$ cat config.mk
export PLATFORM = sky130hd
export DESIGN_NAME = msrr_burst_flat
export DESIGN_NICKNAME = d
export VERILOG_FILES = /design/src/rtl/msrr_burst_if.sv /design/src/rtl/msrr_burst.sv /design/src/flat_wrapper.sv
export SDC_FILE = /design/constraint.sdc
export NUM_CORES = 1
export LEC_CHECK = 0
export ABC_AREA = 0
export CAP_MARGIN = 20
export CORE_ASPECT_RATIO = 1.5
export CORE_MARGIN = 2
export CORE_UTILIZATION = 40
export CTS_CLUSTER_DIAMETER = 200
export DETAILED_ROUTE_END_ITERATION = 10
export GPL_ROUTABILITY_DRIVEN = 0
export PLACE_DENSITY = 0.67
export SKIP_CTS_REPAIR_TIMING = 1
export SLEW_MARGIN = 10
export SYNTH_ARGS = -nofsm -noshare
export SYNTH_HDL_FRONTEND = slang
export SYNTH_SLANG_ARGS = --single-unit
$ cat constraint.sdc
create_clock -name clc -period 4.2 [get_ports clc]
set_input_delay 0.84 -clock clc [delete_from_list [all_inputs] [get_ports clc]]
set_output_delay 0.84 -clock clc [all_outputs]
set_load 0.01 [all_outputs]
$ cat src/rtl/msrr_burst_if.sv
// Handshake/data bundle for msrr_burst: op controls and parallel/serial data in,
// register contents and burst status out.
interface msrr_burst_if #(
    parameter int WIDTH = 8,
    parameter int AW    = 4
);
    logic             en;
    logic [2:0]       mode;
    logic [WIDTH-1:0] pIn;
    logic             sIn;
    logic             start;
    logic [AW-1:0]    amt;
    logic [WIDTH-1:0] Q;
    logic             sOut;
    logic             busy;
    logic             done;

    modport master (
        output en, mode, pIn, sIn, start, amt,
        input  Q, sOut, busy, done
    );

    modport slave (
        input  en, mode, pIn, sIn, start, amt,
        output Q, sOut, busy, done
    );
endinterface

$ cat src/rtl/msrr_burst.sv
// Multi-mode shift/rotate register with a burst engine that repeats one op
// a programmed number of times.
//
// state  | meaning
// IDLE   | direct single-cycle ops on en; start latches op/count
// BUSY   | applying latched op once per edge, counting down
// DONE   | one-cycle completion pulse, Q held
module msrr_burst #(
    parameter int WIDTH = 8,
    parameter int AW    = 4
) (
    input logic        clc,
    input logic        R,
    msrr_burst_if.slave bus
);

    typedef enum logic [1:0] {
        S_IDLE = 2'd0,
        S_BUSY = 2'd1,
        S_DONE = 2'd2
    } state_t;

    state_t           state, state_nxt;
    logic [WIDTH-1:0] q, q_nxt, sh_q;
    logic             sout, sout_nxt, sh_s;
    logic [AW-1:0]    cnt, cnt_nxt;
    logic [2:0]       op, op_nxt, op_sel;

    always_ff @(posedge clc or negedge R) begin
        if (!R) begin
            state <= S_IDLE;
            q     <= '0;
            sout  <= 1'b0;
            cnt   <= '0;
            op    <= 3'b000;
        end else begin
            state <= state_nxt;
            q     <= q_nxt;
            sout  <= sout_nxt;
            cnt   <= cnt_nxt;
            op    <= op_nxt;
        end
    end

    // One shared shifter: the latched op while bursting, the live mode otherwise.
    always_comb begin
        op_sel = (state == S_BUSY) ? op : bus.mode;
        sh_q   = q;
        sh_s   = sout;
        case (op_sel)
            3'b001: begin sh_q = {q[0], q[WIDTH-1:1]};       sh_s = q[0];       end
            3'b010: begin sh_q = {q[1:0], q[WIDTH-1:2]};     sh_s = q[1];       end
            3'b011: begin sh_q = {bus.sIn, q[WIDTH-1:1]};    sh_s = q[0];       end
            3'b100: begin sh_q = {q[WIDTH-2:0], bus.sIn};    sh_s = q[WIDTH-1]; end
            3'b101: begin sh_q = {q[WIDTH-2:0], q[WIDTH-1]}; sh_s = q[WIDTH-1]; end
            3'b110: begin sh_q = bus.pIn;                                       end
            default: ;
        endcase
    end

    always_comb begin
        state_nxt = state;
        q_nxt     = q;
        sout_nxt  = sout;
        cnt_nxt   = cnt;
        op_nxt    = op;
        case (state)
            S_IDLE: begin
                if (bus.start) begin
                    op_nxt    = bus.mode;
                    cnt_nxt   = bus.amt;
                    state_nxt = (bus.amt != '0) ? S_BUSY : S_DONE;
                end else if (bus.en) begin
                    q_nxt    = sh_q;
                    sout_nxt = sh_s;
                end
            end
            S_BUSY: begin
                q_nxt    = sh_q;
                sout_nxt = sh_s;
                cnt_nxt  = cnt - AW'(1);
                if (cnt == AW'(1)) state_nxt = S_DONE;
            end
            S_DONE:  state_nxt = S_IDLE;
            default: state_nxt = S_IDLE;
        endcase
    end

    assign bus.Q    = q;
    assign bus.sOut = sout;
    assign bus.busy = (state == S_BUSY);
    assign bus.done = (state == S_DONE);

endmodule

$ cat src/flat_wrapper.sv
// flat-port wrapper written by rule: the top's interface ports become plain ports
module msrr_burst_flat 
#(
    parameter int WIDTH = 8,
    parameter int AW    = 4
)
  (clc, R, bus_en, bus_mode, bus_pIn, bus_sIn, bus_start, bus_amt, bus_Q, bus_sOut, bus_busy, bus_done);
  msrr_burst_if #(.WIDTH(WIDTH), .AW(AW)) bus_i ();
  input logic clc;
  input logic R;
  input wire logic [$bits(bus_i.en)-1:0] bus_en;
  input wire logic [$bits(bus_i.mode)-1:0] bus_mode;
  input wire logic [$bits(bus_i.pIn)-1:0] bus_pIn;
  input wire logic [$bits(bus_i.sIn)-1:0] bus_sIn;
  input wire logic [$bits(bus_i.start)-1:0] bus_start;
  input wire logic [$bits(bus_i.amt)-1:0] bus_amt;
  output wire logic [$bits(bus_i.Q)-1:0] bus_Q;
  output wire logic [$bits(bus_i.sOut)-1:0] bus_sOut;
  output wire logic [$bits(bus_i.busy)-1:0] bus_busy;
  output wire logic [$bits(bus_i.done)-1:0] bus_done;
  assign bus_i.en = bus_en;
  assign bus_i.mode = bus_mode;
  assign bus_i.pIn = bus_pIn;
  assign bus_i.sIn = bus_sIn;
  assign bus_i.start = bus_start;
  assign bus_i.amt = bus_amt;
  assign bus_Q = bus_i.Q;
  assign bus_sOut = bus_i.sOut;
  assign bus_busy = bus_i.busy;
  assign bus_done = bus_i.done;
  msrr_burst #(.WIDTH(WIDTH), .AW(AW)) u_core (.clc(clc), .R(R), .bus(bus_i));
endmodule
==> results of run 1 <==
-- routing by layer --
| metal | vias to the layer above | GRT usage [%] | routed length (um) |
|---|---|---|---|
| li1 | 565 | - | - |
| met1 | 554 | 20.9 | 1290 |
| met2 | 39 | 35.7 | 1670 |
| met3 | 5 | 3.05 | 169 |
| met4 | 0 | 7.21 | 51 |
| met5 | - | 0 | 0 |
-- area by class of cell --
type	instances	area [sq um]	area share (%)
clock buffer	3	41.3	2.49
sequential	18	450	27.2
inverter	8	30.0	1.81
multi-input combinational	104	785	47.4
tap	40	50.0	3.02
timing repair buffer	30	300	18.1
-- worst paths after layout --
| kind | from | to | slack, ns | cells after the start |
|---|---|---|---|---|
| setup / recovery | u_core.state[1] | bus_busy | 1.14 | 3 |
| hold / removal | u_core.bus.sOut | u_core.bus.sOut | 0.51 | 1 |
| setup reg to reg | u_core.state[1] | u_core.bus.Q[7] | 1.66 | 6 |
| hold reg to reg | u_core.bus.sOut | u_core.bus.sOut | 0.51 | 1 |
| max in group asynchronous | R | u_core.bus.Q[0] | 2.57 | 1 |
| min in group asynchronous | R | u_core.bus.Q[4] | 1.09 | 1 |
-- placed cells by master (no fill, tap or decap), types with 2 or more instances in the layout --
cell,count
a21oi_1,2
a21oi_2,2
a221o_1,2
a31oi_1,3
a31oi_4,3
and4bb_2,3
clkbuf_8,3
clkdlybuf4s50_1,30
dfrtp_1,18
ha_1,2
inv_1,7
mux2_2,2
mux2i_1,11
nand2_1,16
nand2b_1,4
nand3_1,8
nor2_1,5
nor2b_1,3
nor3b_1,2
o2111ai_1,4
o21a_1,4
o21ai_0,8
o221a_1,2
o22ai_1,2
-- critical path: stages, from the launching register on --
cell,delay [ns]
dfrtp_1,0.43
nand2b_1,0.60
inv_2,0.34
clkdlybuf4s50_1,0.58
-- cells by family (layout without fill, tap and decap cells) --
kind of cell / count (synthesis) / count (layout) / synth area share (%)
simple gates: 46 / 46 / 19.0
compound gates: 41 / 41 / 26.5
flops: 18 / 18 / 34.8
mux: 15 / 15 / 13.1
buf+inv: 13 / 41 / 4.64
fa+ha+maj: 2 / 2 / 1.93
-- state kept, by name (all words and copies together) (netlist names) --
register	flops
u_core.op	3
u_core.bus.sOut	1
u_core.cnt	4
u_core.bus.Q	8
u_core.state	2
-- power by group through the flow --
stage | clock (mW) | combinational (mW) | sequential (mW)
finish | 0.119 | 0.865 | 0.370
global route | 0.136 | 0.954 | 0.384
CTS | 0.124 | 0.872 | 0.369
detailed placement | 0 | 0.870 | 0.371
global placement | 0 | 0.851 | 0.368
floorplan | 0 | 0.642 | 0.360
-- metrics by stage --
stage	util, %	hold WS [ns]	setup slack, ns	total power, mW	cells
5_1_grt	53.0	0.529	1.03	1.47	203
6_report	53.0	0.506	1.14	1.35	203
2_1_floorplan	-	0.486	1.99	1.00	135
3_3_place_gp	51.6	0.490	1.42	1.22	200
4_1_cts	53.0	0.512	1.14	1.37	203
3_5_place_dp	51.6	0.503	1.34	1.24	200
==> summary.txt, run 1 <==
GRT
  • Via count of the first global-routing pass: 1155
  • Total track usage: 18.9%
  • Initial antenna violation count: 0
  • First-pass GRT wire length: 5.33 mm
  • Largest net degree at the start of global routing: 19
  • Grt total ovfl: 0

Pwr
  • Net Sw Frac: about 44%
  • Flop pwr share: between 20% and 30%
  • Net switching power: around 0.60 mW
  • Leak Pwr: a little under 0.7 nW
  • P per Cell Area: 817 mW/mm^2
  • Clk pwr share: under 10%
  • Maximum VDD drop: approximately 0.44 mV
  • Int Power: 0.757 mW
  • Combinational Power Share: a little under two thirds

Die
  • Core Rows: 25
  • Die area: 0.00372 sq mm
  • Die Wd: 50.5 um
  • # IOs: 31
  • Initial Util: 41.4%
  • Die height: 73.7 um
  • Total core area: around 0.0031 sq mm

Yosys
  • Post-synth top cells: dfrtp_1 (18), nand2_1 (16), mux2i_1 (11)
  • Synthesized area: 0.00129 sq mm
  • Seq/Total Area, Yosys: 34.8%
  • Fraction of registers with async set/reset: 100%
  • Cells after Synth: 135
  • Syn Area/Cell: 9.59 sq um
  • Cell with the most instances after synthesis: dfrtp_1
  • Ys Warns: 0
  • Syn Nets: roughly 160
  • Synth cell types: 42
  • Largest area contributor in the netlist: dfrtp_1
  • Synth top area cells: dfrtp_1 (35%), mux2i_1 (8.5%), a31oi_4 (4.9%)
  • Synth Register Bits: 18
  • Predominant post-synthesis flop cell: dfrtp_1
  • Post-synth EDFFs: 0
  • Top-area cell type share of the netlist area: around a third

Cells and area
  • Fin nets: between 150 and 200
  • Antenna cells: 0
  • Layout area overhead: 27.9%
  • Fillers: 304
  • Design area: 0.00166 sq mm
  • Share of layout cells above drive strength 1: 10.4%

Place
  • Hpwl dp: 2.44 mm
  • Post-DP Area: 0.00162 sq mm
  • Port Buffers: 30

Run status
  • Status: finished, final reports clean

Critical path
  • Worst Path Required: 3.36 ns
  • CP Launch Type: flip-flop
  • Arrival time of the worst setup path: approximately 2.2 ns
  • WS Path Type: flip-flop to output port
  • Setup crit end kind: output port
  • Max FO, Critical Path: 18

Clock tree
  • Skew-Pair Late Insertion Delay: 0.25 ns
  • CTS tree: yes
  • Deepest clock path buffer count: 2
  • CTS Sinks: 18
  • CTS HTree Levels: 1
  • Clock root buffer: clkbuf_8
  • CTS clk-pin slew, worst paths: 0.07 ns
  • Cts bufs inserted: 3

STA
  • Final Hold Viols: 0
  • Min cycle time layout: 3.06 ns
  • Unrepaired setup endpoints after global routing: false
  • # setup viols final: 0
  • Final setup TNS: 0 ns
  • Worst clock skew: roughly 0.0035 ns
  • Fmax: between 300 and 400 MHz
  • Rel. slew slack: 36.9%
  • Crit share post-route: 72.8%
  • Max Slew Vio Count: 0
  • Worst-Margin Slew: 0.946 ns

Detailed routing
  • Vias per cell: 5.73
  • ANT nets after route: 0
  • Drt pass-1 iters: 4
  • Detailed Route Iter0 Violations: 36
  • Wire per inst: 15.7 um
  • Vias: 1163
  • WL final: 3.18 mm
  • # DRC: 0

Run
  • Max-Cap Viols: 0

Worst hold path
  • Worst min path class: flip-flop to flip-flop
(Power assumes the default switching activity.)
==> run 2, diff against run 1 <==
- clock period: 4.2 -> 2.95 ns (I/O delays scaled with it)
==> summary.txt, run 2 (same netlist as run 1, synthesis figures left out) <==
Run status
  • Status: finished, final reports clean (unchanged)

STA
  • Min cycle time layout: 2.46 ns
  • Fin Hold WS: 0.509 ns (was 0.506 ns)
  • Max Slew Vio Count: 0 (unchanged)
  • Final Hold Viols: 0 (unchanged)
  • Worst clock skew: 0.00766 ns (was 0.00345 ns)
  • Crit share post-route: 83.3%
  • Fmax: 407 MHz
  • Final setup TNS: 0 ns (unchanged)
  • Final worst slack: 0.491 ns (was 1.14 ns)
  • Unrepaired setup endpoints after global routing: false (unchanged)
  • Rel. slew slack: 44.3% (was 36.9%)
  • Worst-Margin Slew: 0.833 ns (was 0.946 ns)
  • # setup viols final: 0 (unchanged)

Cells and area
  • Most frequent cells in the layout: clkdlybuf4s50_1 (30), dfrtp_1 (18), nand2_1 (16), mux2i_1 (11) (unchanged)
  • Max FFs per register: 8 (unchanged)
  • Layout Cells excl Fill: 206 (was 203)
  • Antenna cells: 0 (unchanged)
  • Share of layout cells above drive strength 1: 12.0% (was 10.4%)
  • Fin nets: 190 (was 187)
  • Design area: 0.00168 sq mm (was 0.00166 sq mm)
  • Most common cell after layout, fill and taps aside: clkdlybuf4s50_1 (unchanged)
  • Post-Route Utilization: 53.7% (was 53.0%)
  • Layout area overhead: 29.7% (was 27.9%)

Clock tree
  • Clock root buffer: clkbuf_8 (unchanged)
  • CTS HTree Levels: 1 (unchanged)
  • CTS Sinks: 18 (unchanged)
  • Skew-Pair Late Insertion Delay: 0.26 ns (was 0.25 ns)
  • Deepest clock path buffer count: 2 (unchanged)
  • CTS tree: yes (unchanged)
  • Cts bufs inserted: 3 (unchanged)
  • CTS clk-pin slew, worst paths: 0.07 ns (about the same)

GRT
  • Initial antenna violation count: 0 (unchanged)
  • First-pass GRT wire length: 5.51 mm (was 5.33 mm)
  • Via count of the first global-routing pass: 1142 (was 1155)
  • Largest net degree at the start of global routing: 19 (unchanged)
  • Grt total ovfl: 0 (unchanged)
  • Total track usage: 19.4% (was 18.9%)

Pwr
  • Total power: 1.95 mW (was 1.35 mW)
  • P per Cell Area: 1160 mW/mm^2 (was 817 mW/mm^2)
  • Maximum VDD drop: 0.553 mV (was 0.438 mV)
  • Leak Pwr: 0.689 nW (was 0.675 nW)

Place
  • Hpwl dp: 2.43 mm (was 2.44 mm)
  • Post-DP Area: 0.00164 sq mm (was 0.00162 sq mm)
  • Placed Instances: 203 (was 200)
  • Port Buffers: 30 (unchanged)
  • Place WS: 0.429 ns (was 1.34 ns)

Critical path
  • CP Launch Type: flip-flop (unchanged)
  • Worst Path Required: 2.36 ns (was 3.36 ns)
  • Arrival time of the worst setup path: 1.87 ns (was 2.22 ns)
  • WS Path Type: flip-flop to output port (unchanged)
  • Worst reg2reg path depth: 6 (unchanged)
  • Setup crit end kind: output port (unchanged)
  • Max FO, Critical Path: 10 (was 18)

Detailed routing
  • # DRC: 0 (unchanged)
  • WL final: 3.16 mm (was 3.18 mm)
  • Drt pass-1 iters: 4 (unchanged)
  • Vias: 1157 (was 1163)
  • Vias per cell: 5.62 (was 5.73)
  • Wire per inst: 15.3 um (was 15.7 um)
  • ANT nets after route: 0 (unchanged)
  • Detailed Route Iter0 Violations: 26 (was 36)

Worst hold path
  • Worst min path class: flip-flop to flip-flop (unchanged)
  • Hold Crit Depth: 1 (unchanged)

Run
  • Max-Cap Viols: 0 (unchanged)

Die
  • Total core area: 0.00313 sq mm (unchanged)
  • Die height: 73.7 um (unchanged)
  • Die area: 0.00372 sq mm (unchanged)
  • # IOs: 31 (unchanged)
  • Die Wd: 50.5 um (unchanged)
  • Core Rows: 25 (unchanged)
  • Initial Util: 41.4% (unchanged)
-- run 2: changes by cell type in the layout (fill, tap and decap cells not counted), sizes merged --
cell	before	now
buf	0	3
-- run 2: cell type report --
cell class | instances | area [sq um]
fillers | 303 | 1450
multi-input cells | 104 | 785
flip-flops and latches | 18 | 450
repair buffers | 33 | 323
well taps | 40 | 50.0
clock buffers | 3 | 41.3
inverters | 8 | 30.0
-- run 2: worst max-delay path: stages (launching register included) --
cell and delay (ns):
dfrtp_1 0.43, nand2b_1 0.37, inv_2 0.24, clkdlybuf4s50_1 0.57
-- run 2: routing by layer --
layer	vias to the layer above	GRT usage (%)	share of wire (%)
li1	565	-	-
met1	554	22.4	43
met2	34	36.1	52
met3	4	2.24	4.4
met4	0	7.21	1.2
met5	-	0	0
-- run 2: report_power, final --
part,switching (mW),total [mW],internal [mW]
clock,0.0812,0.172,0.0908
sequential,0.147,0.523,0.375
combinational,0.628,1.26,0.629
total,0.857,1.95,1.09
-- run 2: path summary, 6_finish.rpt --
check / from / end / slack [ns]
worst max-delay path: u_core.state[1] / bus_busy / 0.49
worst min-delay path: u_core.bus.sOut / u_core.bus.sOut / 0.51
worst max register to register: u_core.state[1] / u_core.bus.Q[2] / 0.58
worst min register to register: u_core.bus.sOut / u_core.bus.sOut / 0.51
max in group asynchronous: R / u_core.bus.Q[0] / 1.62
min in group asynchronous: R / u_core.state[1] / 0.81
==> run 3, diff against run 2 <==
- PLACE_DENSITY: 0.67 -> 0.69
- clock period: 2.95 -> 2 ns (I/O delays scaled with it)
==> summary.txt, run 3 (same netlist as run 1, synthesis figures left out) <==
STA
  • Final worst slack: 0.103 ns (was 0.491 ns)
  • Final Hold Viols: 0 (unchanged)
  • Max Slew Vio Count: 0 (unchanged)
  • Rel. slew slack: 77.3% (was 44.3%)
  • Final setup TNS: 0 ns (unchanged)
  • Worst-Margin Slew: 0.338 ns (was 0.833 ns)
  • Fin Hold WS: 0.485 ns (was 0.509 ns)
  • Fmax: roughly 530 MHz
  • Worst clock skew: 0.00675 ns (was 0.00766 ns)
  • Crit share post-route: 94.9%
  • Min cycle time layout: 1.90 ns
  • # setup viols final: 0 (unchanged)

Cells and area
  • Fin nets: 204 (was 190)
  • Max FFs per register: 8 (unchanged)
  • Share of layout cells above drive strength 1: 19.4% (was 12.0%)
  • Most common cell after layout, fill and taps aside: clkdlybuf4s50_1 (unchanged)
  • Design area: 0.00180 sq mm (was 0.00168 sq mm)
  • Layout area overhead: 39.1% (was 29.7%)
  • Most frequent cells in the layout: clkdlybuf4s50_1 (29), dfrtp_1 (18), nand2_1 (16), buf_4 (16), mux2i_1 (11) (was clkdlybuf4s50_1 (30), dfrtp_1 (18), nand2_1 (16), mux2i_1 (11))
  • Post-Route Utilization: 57.6% (was 53.7%)
  • Antenna cells: 0 (unchanged)

Critical path
  • CP Launch Type: flip-flop (unchanged)
  • Worst Path Required: 2.14 ns (was 2.36 ns)
  • CP bufs+invs: 2 (unchanged)
  • Slowest CP cell: dfrtp_1 (was clkdlybuf4s50_1)
  • Max FO, Critical Path: 6 (was 10)
  • Worst setup path start: u_core.state[1] (unchanged)
  • CP cell instances: nand2b_2 -> buf_4 -> mux2i_4 -> buf_12 -> mux2i_1 -> o21ai_1 -> o22a_1 (was nand2b_1 -> inv_2 -> clkdlybuf4s50_1)
  • WS Path Type: flip-flop to flip-flop (was flip-flop to output port)
  • Critical R2R Launch: u_core.state[1] (unchanged)
  • Top Family by Delay on Critical Path: multiplexers (was buffers and inverters)
  • Setup crit end kind: flip-flop (was output port)
  • Arrival time of the worst setup path: 2.03 ns (was 1.87 ns)
  • Largest stage delay, worst path: 0.37 ns (was 0.57 ns)

Clock tree
  • Cts bufs inserted: 3 (unchanged)
  • Skew-Pair Late Insertion Delay: 0.25 ns (was 0.26 ns)
  • Clock root buffer: clkbuf_8 (unchanged)
  • CTS tree: yes (unchanged)
  • CTS clk-pin slew, worst paths: 0.07 ns (about the same)
  • Deepest clock path buffer count: 2 (unchanged)
  • CTS HTree Levels: 1 (unchanged)
  • CTS Sinks: 18 (unchanged)

Place
  • Hpwl dp: 2.61 mm (was 2.43 mm)
  • Port Buffers: 30 (unchanged)
  • Post-DP Area: 0.00175 sq mm (was 0.00164 sq mm)
  • Place WS: -0.0959 ns (was 0.429 ns)

Detailed routing
  • Wire per inst: 15.2 um (was 15.3 um)
  • ANT nets after route: 0 (unchanged)
  • Vias: 1239 (was 1157)
  • # DRC: 0 (unchanged)
  • Vias per cell: 5.63 (was 5.62)
  • WL final: 3.35 mm (was 3.16 mm)
  • Detailed Route Iter0 Violations: 36 (was 26)
  • Drt pass-1 iters: 4 (unchanged)

Pwr
  • Clk pwr share: 8.0% (was 8.8%)
  • Combinational Power Share: 67.4% (was 64.4%)
  • Net switching power: 1.32 mW (was 0.857 mW)
  • Flop pwr share: 24.6% (was 26.8%)
  • Maximum VDD drop: 0.767 mV (was 0.553 mV)
  • P per Cell Area: 1740 mW/mm^2 (was 1160 mW/mm^2)
  • Net Sw Frac: 42.1% (was 43.9%)
  • Leak Pwr: 0.767 nW (was 0.689 nW)
  • Int Power: 1.82 mW (was 1.09 mW)

Worst hold path
  • Worst min path class: input pin to asynchronous set/reset pin (was flip-flop to flip-flop)

GRT
  • Initial antenna violation count: 0 (unchanged)
  • Largest net degree at the start of global routing: 19 (unchanged)
  • Via count of the first global-routing pass: 1227 (was 1142)
  • First-pass GRT wire length: 5.75 mm (was 5.51 mm)
  • Grt total ovfl: 0 (unchanged)
  • Total track usage: 20.2% (was 19.4%)

Die
  • Initial Util: 41.4% (unchanged)
  • Total core area: 0.00313 sq mm (unchanged)
  • Die Wd: 50.5 um (unchanged)
  • # IOs: 31 (unchanged)
  • Core Rows: 25 (unchanged)
  • Die area: 0.00372 sq mm (unchanged)
  • Die height: 73.7 um (unchanged)

Run
  • Max-Cap Viols: 0 (unchanged)

Run status
  • Status: finished, final reports clean (unchanged)
==> run 3: path summary, 6_finish.rpt <==
kind,to,slack (ns),cells past startpoint
worst max-delay path,u_core.bus.Q[0],0.10,7
worst min-delay path,u_core.bus.Q[5],0.48,2
worst max register to register,u_core.bus.Q[0],0.10,7
worst min register to register,u_core.bus.sOut,0.51,1
max in group asynchronous,u_core.bus.Q[4],1.31,2
min in group clc,u_core.bus.sOut,0.51,1
==> run 3: layer usage <==
layer  global-route usage [%]  up-vias  share of wire, %
li1                         -      596                 -
met1                     22.2      584                38
met2                     38.2       50                54
met3                     2.85        9               5.9
met4                     8.41        0               2.4
met5                        0        -                 0
==> run 3: power by group through the flow <==
stage	clock [mW]	sequential, mW	combinational [mW]
3_5_place_dp	0	0.768	2.11
2_1_floorplan	0	0.757	1.35
6_report	0.250	0.773	2.11
4_1_cts	0.259	0.762	2.12
3_3_place_gp	0	0.757	2.06
5_1_grt	0.274	0.800	2.33
==> run 3: stage by stage <==
step	instances	power, mW
global placement	216	2.82
detailed placement	216	2.88
floorplan	135	2.10
global route	220	3.40
CTS	219	3.14
finish	220	3.14
==> run 3: cell type report <==
| class | instances | area (sq um) |
|---|---|---|
| fill | 299 | 1330 |
| multi-input combinational | 104 | 787 |
| clock buffer | 3 | 41.3 |
| tap | 40 | 50.0 |
| timing repair buffer | 47 | 443 |
| sequential | 18 | 450 |
| inverter | 8 | 30.0 |
